### src/rtl/store_queue_if.sv
// Store-queue bus bundle: pipeline store request side, data-memory write port and queue status.
interface store_queue_if #(
  parameter int unsigned DEPTH     = 4,
  parameter int unsigned ADDR_BITS = 32
);
  localparam int unsigned DATA_BITS = 32;
  localparam int unsigned BE_BITS   = DATA_BITS / 8;
  localparam int unsigned CNT_BITS  = $clog2(DEPTH) + 1;

  logic                 st_valid;
  logic                 st_ready;
  logic [ADDR_BITS-1:0] st_addr;
  logic [DATA_BITS-1:0] st_data;
  logic [2:0]           st_funct3;
  logic                 st_err;
  logic [ADDR_BITS-1:0] st_err_addr;

  logic                 mem_req;
  logic                 mem_gnt;
  logic [ADDR_BITS-1:0] mem_addr;
  logic [DATA_BITS-1:0] mem_wdata;
  logic [BE_BITS-1:0]   mem_be;

  logic                 q_empty;
  logic [CNT_BITS-1:0]  q_count;

  modport slave (
    input  st_valid, st_addr, st_data, st_funct3, mem_gnt,
    output st_ready, st_err, st_err_addr,
           mem_req, mem_addr, mem_wdata, mem_be,
           q_empty, q_count
  );

  modport master (
    output st_valid, st_addr, st_data, st_funct3, mem_gnt,
    input  st_ready, st_err, st_err_addr,
           mem_req, mem_addr, mem_wdata, mem_be,
           q_empty, q_count
  );
endinterface

### src/rtl/store_queue.sv
// In-order store buffer: formats committed stores onto byte lanes, rejects misaligned or
// illegal requests, and drains entries to the data-memory port over a req/gnt handshake.
module store_queue #(
  parameter int unsigned DEPTH     = 4,
  parameter int unsigned ADDR_BITS = 32
) (
  input logic          clk,
  input logic          rst,
  store_queue_if.slave sq
);
  localparam int unsigned DATA_BITS = 32;
  localparam int unsigned BE_BITS   = DATA_BITS / 8;
  localparam int unsigned PTR_BITS  = $clog2(DEPTH);
  localparam int unsigned CNT_BITS  = PTR_BITS + 1;

  typedef struct packed {
    logic [ADDR_BITS-1:0] addr;
    logic [DATA_BITS-1:0] wdata;
    logic [BE_BITS-1:0]   be;
  } entry_t;

  entry_t               entries_q [DEPTH];
  entry_t               entries_d [DEPTH];
  logic [PTR_BITS-1:0]  wr_ptr_q, wr_ptr_d;
  logic [PTR_BITS-1:0]  rd_ptr_q, rd_ptr_d;
  logic [CNT_BITS-1:0]  count_q, count_d;
  logic                 empty_q, empty_d;
  logic                 st_ready_q, st_ready_d;
  logic                 mem_req_q, mem_req_d;
  logic                 st_err_q, st_err_d;
  logic [ADDR_BITS-1:0] st_err_addr_q, st_err_addr_d;

  entry_t               fmt_entry;
  logic                 fmt_legal;
  logic [1:0]           offset;
  logic                 accept;
  logic                 push;
  logic                 pop;

  // Lane replication and byte-enable generation for the incoming store.
  always_comb begin
    fmt_entry      = '0;
    fmt_legal      = 1'b0;
    offset         = sq.st_addr[1:0];
    fmt_entry.addr = {sq.st_addr[ADDR_BITS-1:2], 2'b00};
    case (sq.st_funct3)
      3'b000: begin
        fmt_legal       = 1'b1;
        fmt_entry.be    = BE_BITS'(4'b0001 << offset);
        fmt_entry.wdata = {4{sq.st_data[7:0]}};
      end
      3'b001: begin
        fmt_legal       = ~offset[0];
        fmt_entry.be    = BE_BITS'(4'b0011 << offset);
        fmt_entry.wdata = {2{sq.st_data[15:0]}};
      end
      3'b010: begin
        fmt_legal       = (offset == 2'b00);
        fmt_entry.be    = BE_BITS'(4'b1111);
        fmt_entry.wdata = sq.st_data;
      end
      default: begin
        fmt_legal = 1'b0;
      end
    endcase
  end

  // Rejected requests are still consumed; only legal ones occupy an entry.
  always_comb begin
    accept = sq.st_valid & st_ready_q;
    push   = accept & fmt_legal;
    pop    = mem_req_q & sq.mem_gnt;
  end

  always_comb begin
    entries_d = entries_q;
    wr_ptr_d  = wr_ptr_q;
    rd_ptr_d  = rd_ptr_q;
    count_d   = count_q;

    if (push) begin
      entries_d[wr_ptr_q] = fmt_entry;
      wr_ptr_d            = wr_ptr_q + PTR_BITS'(1);
    end
    if (pop) begin
      rd_ptr_d = rd_ptr_q + PTR_BITS'(1);
    end

    case ({push, pop})
      2'b10:   count_d = count_q + CNT_BITS'(1);
      2'b01:   count_d = count_q - CNT_BITS'(1);
      default: count_d = count_q;
    endcase

    // Status flags are registered copies of the post-edge occupancy.
    empty_d    = (count_d == CNT_BITS'(0));
    mem_req_d  = (count_d != CNT_BITS'(0));
    st_ready_d = (count_d != CNT_BITS'(DEPTH));
  end

  always_comb begin
    st_err_d      = accept & ~fmt_legal;
    st_err_addr_d = st_err_addr_q;
    if (accept && !fmt_legal) begin
      st_err_addr_d = sq.st_addr;
    end
  end

  always_ff @(posedge clk or posedge rst) begin
    if (rst) begin
      for (int i = 0; i < DEPTH; i++) begin
        entries_q[i] <= '0;
      end
      wr_ptr_q      <= '0;
      rd_ptr_q      <= '0;
      count_q       <= '0;
      empty_q       <= 1'b1;
      mem_req_q     <= 1'b0;
      st_ready_q    <= 1'b1;
      st_err_q      <= 1'b0;
      st_err_addr_q <= '0;
    end else begin
      for (int i = 0; i < DEPTH; i++) begin
        entries_q[i] <= entries_d[i];
      end
      wr_ptr_q      <= wr_ptr_d;
      rd_ptr_q      <= rd_ptr_d;
      count_q       <= count_d;
      empty_q       <= empty_d;
      mem_req_q     <= mem_req_d;
      st_ready_q    <= st_ready_d;
      st_err_q      <= st_err_d;
      st_err_addr_q <= st_err_addr_d;
    end
  end

  // Head entry drives the memory port; it cannot change until popped.
  assign sq.mem_req     = mem_req_q;
  assign sq.mem_addr    = entries_q[rd_ptr_q].addr;
  assign sq.mem_wdata   = entries_q[rd_ptr_q].wdata;
  assign sq.mem_be      = entries_q[rd_ptr_q].be;
  assign sq.st_ready    = st_ready_q;
  assign sq.st_err      = st_err_q;
  assign sq.st_err_addr = st_err_addr_q;
  assign sq.q_empty     = empty_q;
  assign sq.q_count     = count_q;
endmodule

### src/flat_wrapper.sv
// flat-port wrapper written by rule: the top's interface ports become plain ports
module store_queue_flat 
#(
  parameter int unsigned DEPTH     = 4,
  parameter int unsigned ADDR_BITS = 32
)
  (clk, rst, sq_st_valid, sq_st_addr, sq_st_data, sq_st_funct3, sq_mem_gnt, sq_st_ready, sq_st_err, sq_st_err_addr, sq_mem_req, sq_mem_addr, sq_mem_wdata, sq_mem_be, sq_q_empty, sq_q_count);
  store_queue_if #(.DEPTH(DEPTH), .ADDR_BITS(ADDR_BITS)) sq_i ();
  input logic clk;
  input logic rst;
  input wire logic [$bits(sq_i.st_valid)-1:0] sq_st_valid;
  input wire logic [$bits(sq_i.st_addr)-1:0] sq_st_addr;
  input wire logic [$bits(sq_i.st_data)-1:0] sq_st_data;
  input wire logic [$bits(sq_i.st_funct3)-1:0] sq_st_funct3;
  input wire logic [$bits(sq_i.mem_gnt)-1:0] sq_mem_gnt;
  output wire logic [$bits(sq_i.st_ready)-1:0] sq_st_ready;
  output wire logic [$bits(sq_i.st_err)-1:0] sq_st_err;
  output wire logic [$bits(sq_i.st_err_addr)-1:0] sq_st_err_addr;
  output wire logic [$bits(sq_i.mem_req)-1:0] sq_mem_req;
  output wire logic [$bits(sq_i.mem_addr)-1:0] sq_mem_addr;
  output wire logic [$bits(sq_i.mem_wdata)-1:0] sq_mem_wdata;
  output wire logic [$bits(sq_i.mem_be)-1:0] sq_mem_be;
  output wire logic [$bits(sq_i.q_empty)-1:0] sq_q_empty;
  output wire logic [$bits(sq_i.q_count)-1:0] sq_q_count;
  assign sq_i.st_valid = sq_st_valid;
  assign sq_i.st_addr = sq_st_addr;
  assign sq_i.st_data = sq_st_data;
  assign sq_i.st_funct3 = sq_st_funct3;
  assign sq_i.mem_gnt = sq_mem_gnt;
  assign sq_st_ready = sq_i.st_ready;
  assign sq_st_err = sq_i.st_err;
  assign sq_st_err_addr = sq_i.st_err_addr;
  assign sq_mem_req = sq_i.mem_req;
  assign sq_mem_addr = sq_i.mem_addr;
  assign sq_mem_wdata = sq_i.mem_wdata;
  assign sq_mem_be = sq_i.mem_be;
  assign sq_q_empty = sq_i.q_empty;
  assign sq_q_count = sq_i.q_count;
  store_queue #(.DEPTH(DEPTH), .ADDR_BITS(ADDR_BITS)) u_core (.clk(clk), .rst(rst), .sq(sq_i));
endmodule
### config.mk
export PLATFORM = sky130hd
export DESIGN_NAME = store_queue_flat
export DESIGN_NICKNAME = d
export VERILOG_FILES = /design/src/rtl/store_queue_if.sv /design/src/rtl/store_queue.sv /design/src/flat_wrapper.sv
export SDC_FILE = /design/constraint.sdc
export NUM_CORES = 1
export LEC_CHECK = 0
export CORE_ASPECT_RATIO = 1.5
export CORE_UTILIZATION = 50
export CTS_CLUSTER_DIAMETER = 30
export CTS_CLUSTER_SIZE = 8
export DETAILED_ROUTE_END_ITERATION = 6
export PLACE_DENSITY = 0.76
export SETUP_SLACK_MARGIN = 0.1
export SLEW_MARGIN = 20
export SYNTH_ARGS = -nofsm -noshare
export SYNTH_HDL_FRONTEND = slang
export SYNTH_SLANG_ARGS = --single-unit
### constraint.sdc
create_clock -name clk -period 9.6 [get_ports clk]
set_clock_uncertainty 0.1 [all_clocks]
set_input_delay 1.92 -clock clk [delete_from_list [all_inputs] [get_ports clk]]
set_output_delay 1.92 -clock clk [all_outputs]
set_load 0.005 [all_outputs]
==> metrics.log <==
INFO  metric final_cell_area = approximately 18000 µm²
INFO  metric die_area = 29800 µm²
INFO  metric cts_sinks = 307
INFO  metric unrepaired_setup_endpoints_after_global_routing = no
INFO  metric multiInputGateArea = a little over 6000 µm²
INFO  metric setup.worst_path.end_class = output port
INFO  metric design.core.area = 28600 µm²
INFO  metric diodes = 0
INFO  metric area_post_placement = 16300 µm²
INFO  metric post-synth-top-area-cell = dfrtp_1
INFO  metric reg2reg_setup_slack = 6.57 ns
INFO  metric seq_area = 7690 µm²
INFO  metric slowest_delay = 0.78 ns
INFO  metric largest_net_degree_at_the_start_of_global_routing = 175
INFO  metric die_w = 141 µm
INFO  metric synth_flop_cell = dfrtp_1
INFO  metric area_fraction_of_the_dominant_cell_type_after_synthesis = 52.5%
INFO  metric critical_path_buf_inv_count = 2
INFO  metric drive_gt1_share = 39.3%
INFO  metric timing.max_slew.rel_slack = 23.9%
INFO  metric timing_max_transition_violations_final = 0
INFO  metric grt_pass1_vias = approximately 9000
INFO  metric firstDrtPassIters = 5
INFO  metric postSynthCellCount = just under 900
INFO  metric synthesis.area_per_instance = 16.7 µm²
INFO  metric core.rowCount = 76
INFO  metric most_area_consuming_cells_after_synthesis = dfrtp_1 53%, mux2_4 12%, mux2_2 11%
INFO  metric tritoncts = done
INFO  metric cp_max_fo = 38
INFO  metric globalRoute.totalOverflow = 0
INFO  metric number_of_warning_messages_in_the_yosys_log = 0
INFO  metric worst_setup_path_start_kind = flop
INFO  metric maximum_level_of_the_cts_h_tree = 2
INFO  metric tns = 0 ns
INFO  metric port_buffers = 175
INFO  metric drt_iter0_markers = approximately 260
INFO  metric yosysSeqAreaShare = 52.9%
INFO  metric syn2layout_area_growth = 24.3%
INFO  metric cts-root-buf = clkbuf_16
INFO  metric residual_antenna_violating_net_count_after_detailed_routing = 0
INFO  metric worst_hold_path_type = flop to flop
INFO  metric clock.fmax = 0.190 GHz
INFO  metric final_hold_viol_count = 0
INFO  metric synth-seq-cells = approximately 310
INFO  metric run_status = finished, final reports clean
INFO  metric critPathSlowestCell = dfrtp_4
INFO  metric max-cap-violations = 0
INFO  metric period_minus_slack = ~5.3 ns
INFO  metric fin_crit_sh = a little over half
INFO  metric worst-endpoint-required = 7.58 ns
INFO  metric cp.arrival = 3.24 ns
INFO  metric routed-via-count = a little over 8000
INFO  metric power-per-cell-area = 344 nW/µm²
INFO  metric number_of_enable_flip_flop_cells_after_synthesis = 0
INFO  metric global_route_wire_length_before_repair = 49.5 mm
INFO  metric total_wirelength = between 30 and 40 mm
INFO  metric synth-async-reset-ratio = 100%
INFO  metric floorplan.initialDensity = 50.8%
INFO  metric drcViolationCount = 0
INFO  metric nNetsFinal = 1130
INFO  metric postCtsResizedCells = 0
INFO  metric crit_path_cell_trace = buf_4 > mux4_2 > clkdlybuf4s50_1
INFO  metric track_usage = 21.6%
INFO  metric post_cts_buffers = 0
INFO  metric io_pins = 178
INFO  metric hpwl = 18.5 mm
INFO  metric die-height = 211 µm
INFO  metric clk_path_buf_depth = 3
INFO  metric initial_antenna_violation_count = 0
INFO  metric finalWeightedCongestion = 0.753
INFO  metric cts_hold_buffers = 0
INFO  metric critPathKind = flop to output port
INFO  metric via_per_inst = 5.45
INFO  metric worst_setup_hold_path_clk_slew = 0.05 ns
INFO  metric cts_buffers = 54
INFO  metric filler_cell_count = 2090
INFO  metric vdd_drop_max = 179 µV
INFO  metric yosysUniqueCellTypes = 45
INFO  metric max_slew.worst_pin.slew = 1.14 ns
INFO  metric final_setup_violations = 0
INFO  metric synth.cell_area = 14500 µm²
INFO  metric pleak = 7.85 nW
INFO  metric clock_insertion_delay_worst_skew = ~0.55 ns
INFO  metric crit_path_max_delay_family = buffers and inverters
INFO  metric wire_per_inst = a little over 20 µm
registers in the layout, summed over array words and instances (netlist names):
name and cells:
u_core.sq.q_empty 1, u_core.sq.st_err_addr 32, u_core.rd_ptr_q 2, u_core.wr_ptr_q 2, u_core.sq.mem_req 1, u_core.sq.q_count 3, u_core.sq.st_ready 1, u_core.entries_q 264
u_core.sq.st_err 1
area by class of cell:
class | instances | area share (%)
clock buffers | 76 | 8.68
clock inverters | 14 | 1.05
inverters | 29 | 0.624
multi-input cells | 474 | 34.1
flip-flops and latches | 307 | 42.6
well taps | 390 | 2.70
repair buffers | 187 | 10.3
where the power goes:
group | leakage (nW) | internal [mW] | switching [mW]
registers | 3.87 | 1.87 | 0.363
clock network | 0.852 | 1.23 | 0.609
logic | 3.13 | 1.47 | 0.680
total | 7.85 | 4.56 | 1.65
routing by layer:
| layer | vias up | share of wire (%) | global-route usage, % |
|---|---|---|---|
| met4 | 0 | 2.3 | 7.31 |
| met5 | - | 0 | 0 |
| li1 | 3561 | - | - |
| met3 | 48 | 4.0 | 3.99 |
| met2 | 188 | 51 | 36.2 |
| met1 | 4260 | 43 | 28.1 |
logic make-up (layout without fill, tap and decap cells):
group,after synthesis,after routing,share of synthesized area (%)
xor+xnor,6,6,0.362
buf+inv,88,306,4.88
compound gates,45,45,2.45
mux,370,370,36.7
fa+ha+maj,6,6,0.568
other cells,1,2,0.0258
simple gates,45,45,2.15
flops,307,307,52.9
placed cells by master, fill, tap and decap left out, drive strengths merged, types with 5 or more instances in the layout:
| cell | n |
|---|---|
| mux2 | 276 |
| mux2i | 28 |
| clkdlybuf4s50 | 175 |
| o2bb2ai | 13 |
| nand2b | 8 |
| and2 | 9 |
| a21oi | 14 |
| ha | 5 |
| clkbuf | 76 |
| inv | 28 |
| buf | 12 |
| dfrtp | 305 |
| mux4 | 66 |
| clkinv | 7 |
| nand3b | 8 |
final timing paths:
path                                    endpoint  cells past startpoint             startpoint
max                              sq_mem_addr[24]                      3     u_core.rd_ptr_q[1]
min                        u_core.entries_q[195]                      1  u_core.entries_q[195]
max reg2reg                 u_core.entries_q[81]                      6     u_core.wr_ptr_q[0]
min reg2reg                u_core.entries_q[195]                      1  u_core.entries_q[195]
max in group asynchronous  u_core.entries_q[102]                      4                    rst
min in group asynchronous  u_core.entries_q[127]                      3                    rst
synth_stat cells, types with 5 or more instances:
| cell | count |
|---|---|
| a21oi_1 | 10 |
| mux4_2 | 66 |
| and2_1 | 9 |
| mux2i_1 | 28 |
| mux2_1 | 20 |
| nand2b_1 | 8 |
| buf_12 | 16 |
| mux2_4 | 120 |
| inv_1 | 29 |
| buf_2 | 14 |
| o2bb2ai_1 | 13 |
| mux2_2 | 136 |
| nand3b_1 | 8 |
| dfrtp_1 | 305 |
| clkbuf_1 | 9 |
| ha_1 | 5 |
| buf_4 | 15 |
through the flow:
| step | hold WS (ns) | utilization, % | setup WS [ns] | total power, mW | cells |
|---|---|---|---|---|---|
| 2_1_floorplan | 0.352 | - | 3.50 | 3.49 | 869 |
| 3_3_place_gp | 0.361 | 56.9 | 4.29 | 4.35 | 1387 |
| 3_5_place_dp | 0.371 | 56.9 | 4.24 | 4.42 | 1387 |
| 4_1_cts | 0.382 | 63.1 | 4.22 | 6.29 | 1477 |
| 5_1_grt | 0.393 | 63.1 | 4.14 | 6.54 | 1477 |
| 6_report | 0.377 | 63.1 | 4.34 | 6.22 | 1477 |
worst register-to-register path, delay by kind of cell (launching register included):
kind,cells,cell delay (ns)
buffers and inverters,2,1.01
adders and majority gates,1,0.16
and+or+nand+nor,1,0.14
muxes,1,0.45
AOI/OAI and AO/OA,1,0.63
DFF,1,0.42
Power figures use the tool's default switching activity.
